===== src/rtl/if_id_stage.sv =====
// IF/ID pipeline register: latches the fetched instruction and PC+PC_INC, and drives the PC write enable.
// Defining IF_ID_FETCH_COUNT_EN adds a fetch_count output that the debug unit reads.
module if_id_stage #(
    parameter logic [31:0] PC_INC      = 32'd1,
    parameter logic [31:0] RESET_PC    = 32'hFFFF_FFFF,
    parameter logic [31:0] HALT_OPCODE = 32'hFFFF_FFFF
) (
    input  logic        clk,
    input  logic        rst,
    input  logic        en,
    input  logic        stall,
    input  logic        flush,
    input  logic [31:0] pc_in,
    input  logic [31:0] instr_in,
    output logic [31:0] instr_out,
    output logic [31:0] pc_next_out,
    output logic        valid_out,
    output logic        halted,
    output logic        pc_write
`ifdef IF_ID_FETCH_COUNT_EN
   ,output logic [31:0] fetch_count
`endif
);

    typedef enum logic {
        ST_RUN    = 1'b0,
        ST_HALTED = 1'b1
    } state_t;

    state_t state;
    logic   bubble;
    logic   halt_fetch;
    logic   load;

    assign bubble     = (pc_in == RESET_PC);
    assign halt_fetch = (state == ST_RUN) && !bubble && (instr_in == HALT_OPCODE);
    assign load       = en && !flush && (state == ST_RUN) && !stall;
    assign halted     = (state == ST_HALTED);

    // Not gated by en: the PC register applies the debug enable itself.
    assign pc_write = (state == ST_RUN) && (flush || !stall) && !(halt_fetch && !flush);

    // NOTE: sequential state uses non-blocking assignments so every register samples pre-edge values.
    always_ff @(posedge clk) begin
        if (!rst) begin
            instr_out   <= '0;
            pc_next_out <= '0;
            valid_out   <= 1'b0;
            state       <= ST_RUN;
        end else if (en) begin
            if (flush) begin
                // Also cancels a wrong-path HALT; pc_next_out deliberately holds.
                instr_out <= '0;
                valid_out <= 1'b0;
                state     <= ST_RUN;
            end else if (state == ST_HALTED) begin
                instr_out <= '0;
                valid_out <= 1'b0;
            end else if (!stall) begin
                instr_out   <= bubble ? 32'd0 : instr_in;
                valid_out   <= !bubble;
                pc_next_out <= pc_in + PC_INC;
                if (halt_fetch)
                    state <= ST_HALTED;
            end
        end
    end

`ifdef IF_ID_FETCH_COUNT_EN
    always_ff @(posedge clk) begin
        if (!rst)
            fetch_count <= '0;
        else if (load && !bubble)
            fetch_count <= fetch_count + 32'd1;
    end
`endif

endmodule


===== config.mk =====
export PLATFORM = sky130hd
export DESIGN_NAME = if_id_stage
export DESIGN_NICKNAME = d
export VERILOG_FILES = /design/src/rtl/if_id_stage.sv
export SDC_FILE = /design/constraint.sdc
export NUM_CORES = 1
export LEC_CHECK = 0
export CAP_MARGIN = 30
export CORE_MARGIN = 8
export CORE_UTILIZATION = 45
export DETAILED_ROUTE_END_ITERATION = 12
export PLACE_DENSITY = 0.9
export SETUP_SLACK_MARGIN = 0.02
export SLEW_MARGIN = 20
export SYNTH_ARGS = -nofsm -noshare
export SYNTH_HDL_FRONTEND = slang
export SYNTH_SLANG_ARGS = --single-unit

===== constraint.sdc =====
create_clock -name clk -period 3.4 [get_ports clk]
set_clock_uncertainty 0.1 [all_clocks]
set_input_delay 0.34 -clock clk [delete_from_list [all_inputs] [get_ports clk]]
set_output_delay 0.34 -clock clk [all_outputs]
set_load 0.01 [all_outputs]

=== Word level (Yosys, flattened, before mapping) ===
Index checks and enable logic that the tools add are counted.

* Add/sub/neg operators: 1
* Muxes and demuxes: 11
* Eq/ne operators: 3
* $lt $le $gt $ge: 0
* Reductions and logical operators: 12
* Bitwise operators: 3
* Shift-type cells: 0
* Multiply operators: 0
* Div/mod/pow operators: 0

{| class="wikitable"
|+ Operators by type and width
! kind !! count
|-
| 2-to-1 mux 32 bit || 4
|-
| equality test 32 bit (second input constant) || 2
|-
| adder 32 x 1 -> 32 bit (second input constant) || 1
|-
| 2-to-1 mux 1 bit || 7
|-
| logical AND 1 bit || 5
|-
| logical NOT 1 bit || 4
|-
| AND reduction 4 bit || 1
|-
| != test 3 x 1 -> 1 bit (second input constant) || 1
|-
| inverter 1 bit || 3
|-
| AND reduction 2 bit || 1
|-
| logical OR 1 bit || 1
|}

* Output and inout bits: 67
* Input port bits: 69
* ROM bits: 0
* Memories: 0
* Memory bits (writable): 0
* Flip-flop bits (word level): 66
* Logic and storage cells: 34
* Bits in latches: 0

=== Logic depth before layout (Yosys ltp) ===
* Depth in word-level cells: 8
* Gate-level depth with buffers: 6
* Mapped depth without buffers: 5

=== Least setup slack after synthesis ===
No wires, ideal clock.

* Path type: input-to-reg
* Start: input port pc_in[0]
* End: register pc_next_out[24]
* Setup time: 0.074 ns
* Stages: 5
* Setup slack: 1.370 ns
* Path buffers: 0
* Required time: 3.226 ns
* Data arrival time: 1.856 ns
* Cells stage by stage: ha_1 nand3_2 or4_4 or4_1 a31oi_1

* Cells in the longest elaborated chain, start to end: 1

{| class="wikitable"
|+ Ends and longest elaborated chain
! item !! line !! text
|-
| start, declared || 13 || <nowiki>input logic [31:0] pc_in,</nowiki>
|-
| adder 32 x 1 -> 32 bit || 62 || <nowiki>pc_next_out <= pc_in + PC_INC;</nowiki>
|-
| end signal, assigned || 62 ||
|-
| end, declared || 16 || <nowiki>output logic [31:0] pc_next_out,</nowiki>
|}

Every way passes these cells.
A chain may end at the register's enable or synchronous reset.

=== Final worst setup path ===
* Start: input port pc_in[0]
* End: output port pc_write

* Cells in the longest elaborated chain, start to end: 7

{| class="wikitable"
|+ Ends and longest elaborated chain
! item !! line !! text
|-
| equality test 32 bit || 35 || <nowiki>assign bubble = (pc_in == RESET_PC);</nowiki>
|-
| logical NOT 1 bit || 36 || <nowiki>assign halt_fetch = (state == ST_RUN) && !bubble && (instr_in == HALT_OPCODE);</nowiki>
|-
| logical AND 1 bit (2 in a row) || 36 ||
|-
| logical AND 1 bit || 41 || <nowiki>assign pc_write = (state == ST_RUN) && (flush || !stall) && !(halt_fetch && !flush);</nowiki>
|-
| logical NOT 1 bit || 41 ||
|-
| logical AND 1 bit || 41 ||
|-
| end, declared || 19 || <nowiki>output logic pc_write</nowiki>
|}

Every way passes these cells.

==> metrics.txt <==
Post-Syn Nets=~400; Non-Filler Instances=roughly 550; total core area=between 6000 and 7000 sq um; final count of hold timing violations=0; antenna-violating nets left=0; worst vdd ir=0.000223 V; status=finished clean; top-level I/O count=~140; flops & latches, synth=between 60 and 70; commonest non-fill, non-tap cell in the layout=clkdlybuf4s50_1; share of cells above drive strength 1=0.0749; DR pass1 iterations=5; # Post-CTS Setup Buffers=0; hpwl dp=about 7700 microns; port buffer count=around 140; Worst-Margin Slew=0.804 ns; CTS Sinks=66; depth of the worst hold-timing path=1; register area share after synthesis=0.438; Reg-to-Reg End=pc_next_out[14]; CTS HTree Levels=3; largest net degree at the start of global routing=34; Die Y=97.9 microns; R2R cell count=3; gpl congestion=0.851; max capacitance violation total=0; prevailing post-synth register cell=dfxtp_1; via count=3253; Logic pwr share=0.156; Clk Latency, worst-skew pair=~0.33 ns; most frequent cells in the layout=clkdlybuf4s50_1 (135), dfxtp_1 (66), a22o_1 (32), o21ai_0 (27), nand4_1 (22); Psw=about 0.45 mW; Place WS=~0.42 ns; Max transition margin=0.459; Yosys warnings=0; GRT Residual Overflow=0; fin crit share=0.879; most used cell, CP=clkdlybuf4s50_1; initial antenna violation count=0; R2R Path Start=halted; Cells after Synth=about 330; Post-CTS Resized=0; Reg power frac=0.444; ys async rst share=0; Post-CTS Hold Buffers=0; P_leak=about 1.6 nW; CP Cell Sequence=clkdlybuf4s50_1 -> ha_1 -> nand3_2 -> nor4_4 -> and3_1 -> o21a_1 -> clkdlybuf4s50_1; CTS max path bufs=2; min setup slack post-route=roughly 0.41 ns; Clock power frac=0.400; via/cell ratio=just under 6; number of global-route vias before repair=3314; critical path arrival=between 2 and 3 ns; PwrDens=between 300 and 400 nW/um^2; Netlist cell types=37; total CTS buffers=9; final wirelength=10200 microns; post-route setup TNS=0 ns; sw frac=0.246; Syn-to-layout area delta=55.1%; crit path capture type=primary output; fin nets=532; # DRC=0; Fmax=around 330 MHz; crit path time final=roughly 3 ns; Syn Area/Cell=~9 sq um; first-pass GRT wire length=16700 microns; setup slack, reg-to-reg=roughly 1.5 ns; Pins Over Slew Limit=0; Diodes inserted=0; Setup Viol. Count Final=0; Worst path slowest cell=clkdlybuf4s50_1; hold path start=valid_out; Post-DP Area=around 4500 sq um; DR WL/cell=~19 microns; Starting Density=0.454; Worst Hold End=valid_out; RSZ-0062 raised after global routing=no; row count=30; Crit Path Category=primary input to primary output; chip width=approximately 98 microns; Final Instance Area=between 4000 and 5000 sq um; Req. time, crit path=about 3.0 ns; initial detailed-routing violation count=roughly 120; worst min path class=flip-flop to flip-flop; CTS root buf=clkbuf_8; crit-path max cell delay=0.55 ns; number of synthesized flops with an enable pin=0; CP Max Fanout=5; DIE AREA=approximately 9600 sq um; CTS tree=done; mapped cell area=around 3000 sq um; Internal=about 1.4 mW; placed insts=roughly 530; GRT Util Overall=0.210; Clock Pin Slew Worst Setup and Hold Paths=0.07 ns; startpoint types=primary input
final cells by class:
| cell class | count | area, sq um |
|---|---|---|
| inverter | 3 | 11.3 |
| tap | 80 | 100 |
| fill | 505 | 1970 |
| clock buffer | 11 | 141 |
| multi-input combinational | 240 | 1620 |
| sequential | 66 | 1320 |
| timing repair buffer | 142 | 1400 |
| clock inverter | 5 | 77.6 |
worst max-delay path by stage:
stage             start         endpoint  slack [ns]  cells after the start
2_1_floorplan  pc_in[0]  pc_next_out[24]        1.37                      5
3_3_place_gp   pc_in[0]         pc_write        0.49                      7
3_5_place_dp   pc_in[0]         pc_write        0.42                      7
4_1_cts        pc_in[0]         pc_write        0.42                      7
5_1_grt        pc_in[0]         pc_write        0.27                      7
6_report       pc_in[0]         pc_write        0.41                      7
worst max-delay path: cells and delay by family:
family	cells	cell delay, ns
compound gates	1	0.15
fa+ha+maj	1	0.24
buf+inv	2	1.09
simple gates	3	0.72
routing by layer:
metal,vias up,wire length (microns),global-route usage
met5,-,0,0
met4,0,110,0.0635
met3,11,1060,0.0861
met2,155,4640,0.334
met1,1528,4400,0.254
li1,1559,-,-
flip-flops by register name, summed over array words and instances (netlist names):
signal and flops:
halted 1, valid_out 1, pc_next_out 32, instr_out 32
metrics by stage:
step	total power, mW	hold slack [ns]	utilization
after CTS	1.85	0.358	0.704
final	1.84	0.355	0.704
after floorplan	0.930	0.336	-
after global routing	1.92	0.373	0.704
after global placement	1.12	0.332	0.671
after detailed placement	1.12	0.341	0.671
synth_stat cells, drive strengths merged (6+ instances only):
| library cell | n | area share |
|---|---|---|
| a211oi | 10 | 0.025 |
| a21oi | 8 | 0.013 |
| a22o | 32 | 0.093 |
| a311oi | 7 | 0.020 |
| a31oi | 7 | 0.015 |
| and2 | 7 | 0.015 |
| and4 | 10 | 0.029 |
| clkbuf | 15 | 0.019 |
| dfxtp | 66 | 0.44 |
| nand2 | 12 | 0.015 |
| nand3 | 19 | 0.035 |
| nand4 | 23 | 0.053 |
| nor2 | 16 | 0.020 |
| nor3 | 12 | 0.020 |
| nor4 | 8 | 0.022 |
| o21ai | 27 | 0.045 |
| xor2 | 6 | 0.017 |
cell families (layout without fill, tap and decap cells):
| family | Yosys count | in the layout | share of synthesized area |
|---|---|---|---|
| adders and majority gates | 1 | 1 | 0.00415 |
| and+or+nand+nor | 130 | 130 | 0.266 |
| xor gates and xnor gates | 11 | 11 | 0.0319 |
| buffers and inverters | 23 | 161 | 0.0307 |
| DFF | 66 | 66 | 0.438 |
| AOI/OAI and AO/OA | 98 | 98 | 0.229 |
power by group through the flow:
stage | Sequential (mW) | Combinational, mW | Clock [mW]
final | 0.819 | 0.288 | 0.737
after global routing | 0.822 | 0.310 | 0.783
after CTS | 0.818 | 0.288 | 0.747
after detailed placement | 0.836 | 0.286 | 0
after global placement | 0.834 | 0.282 | 0
after floorplan | 0.848 | 0.0813 | 0
No activity file was read; power rests on OpenSTA's default activity.
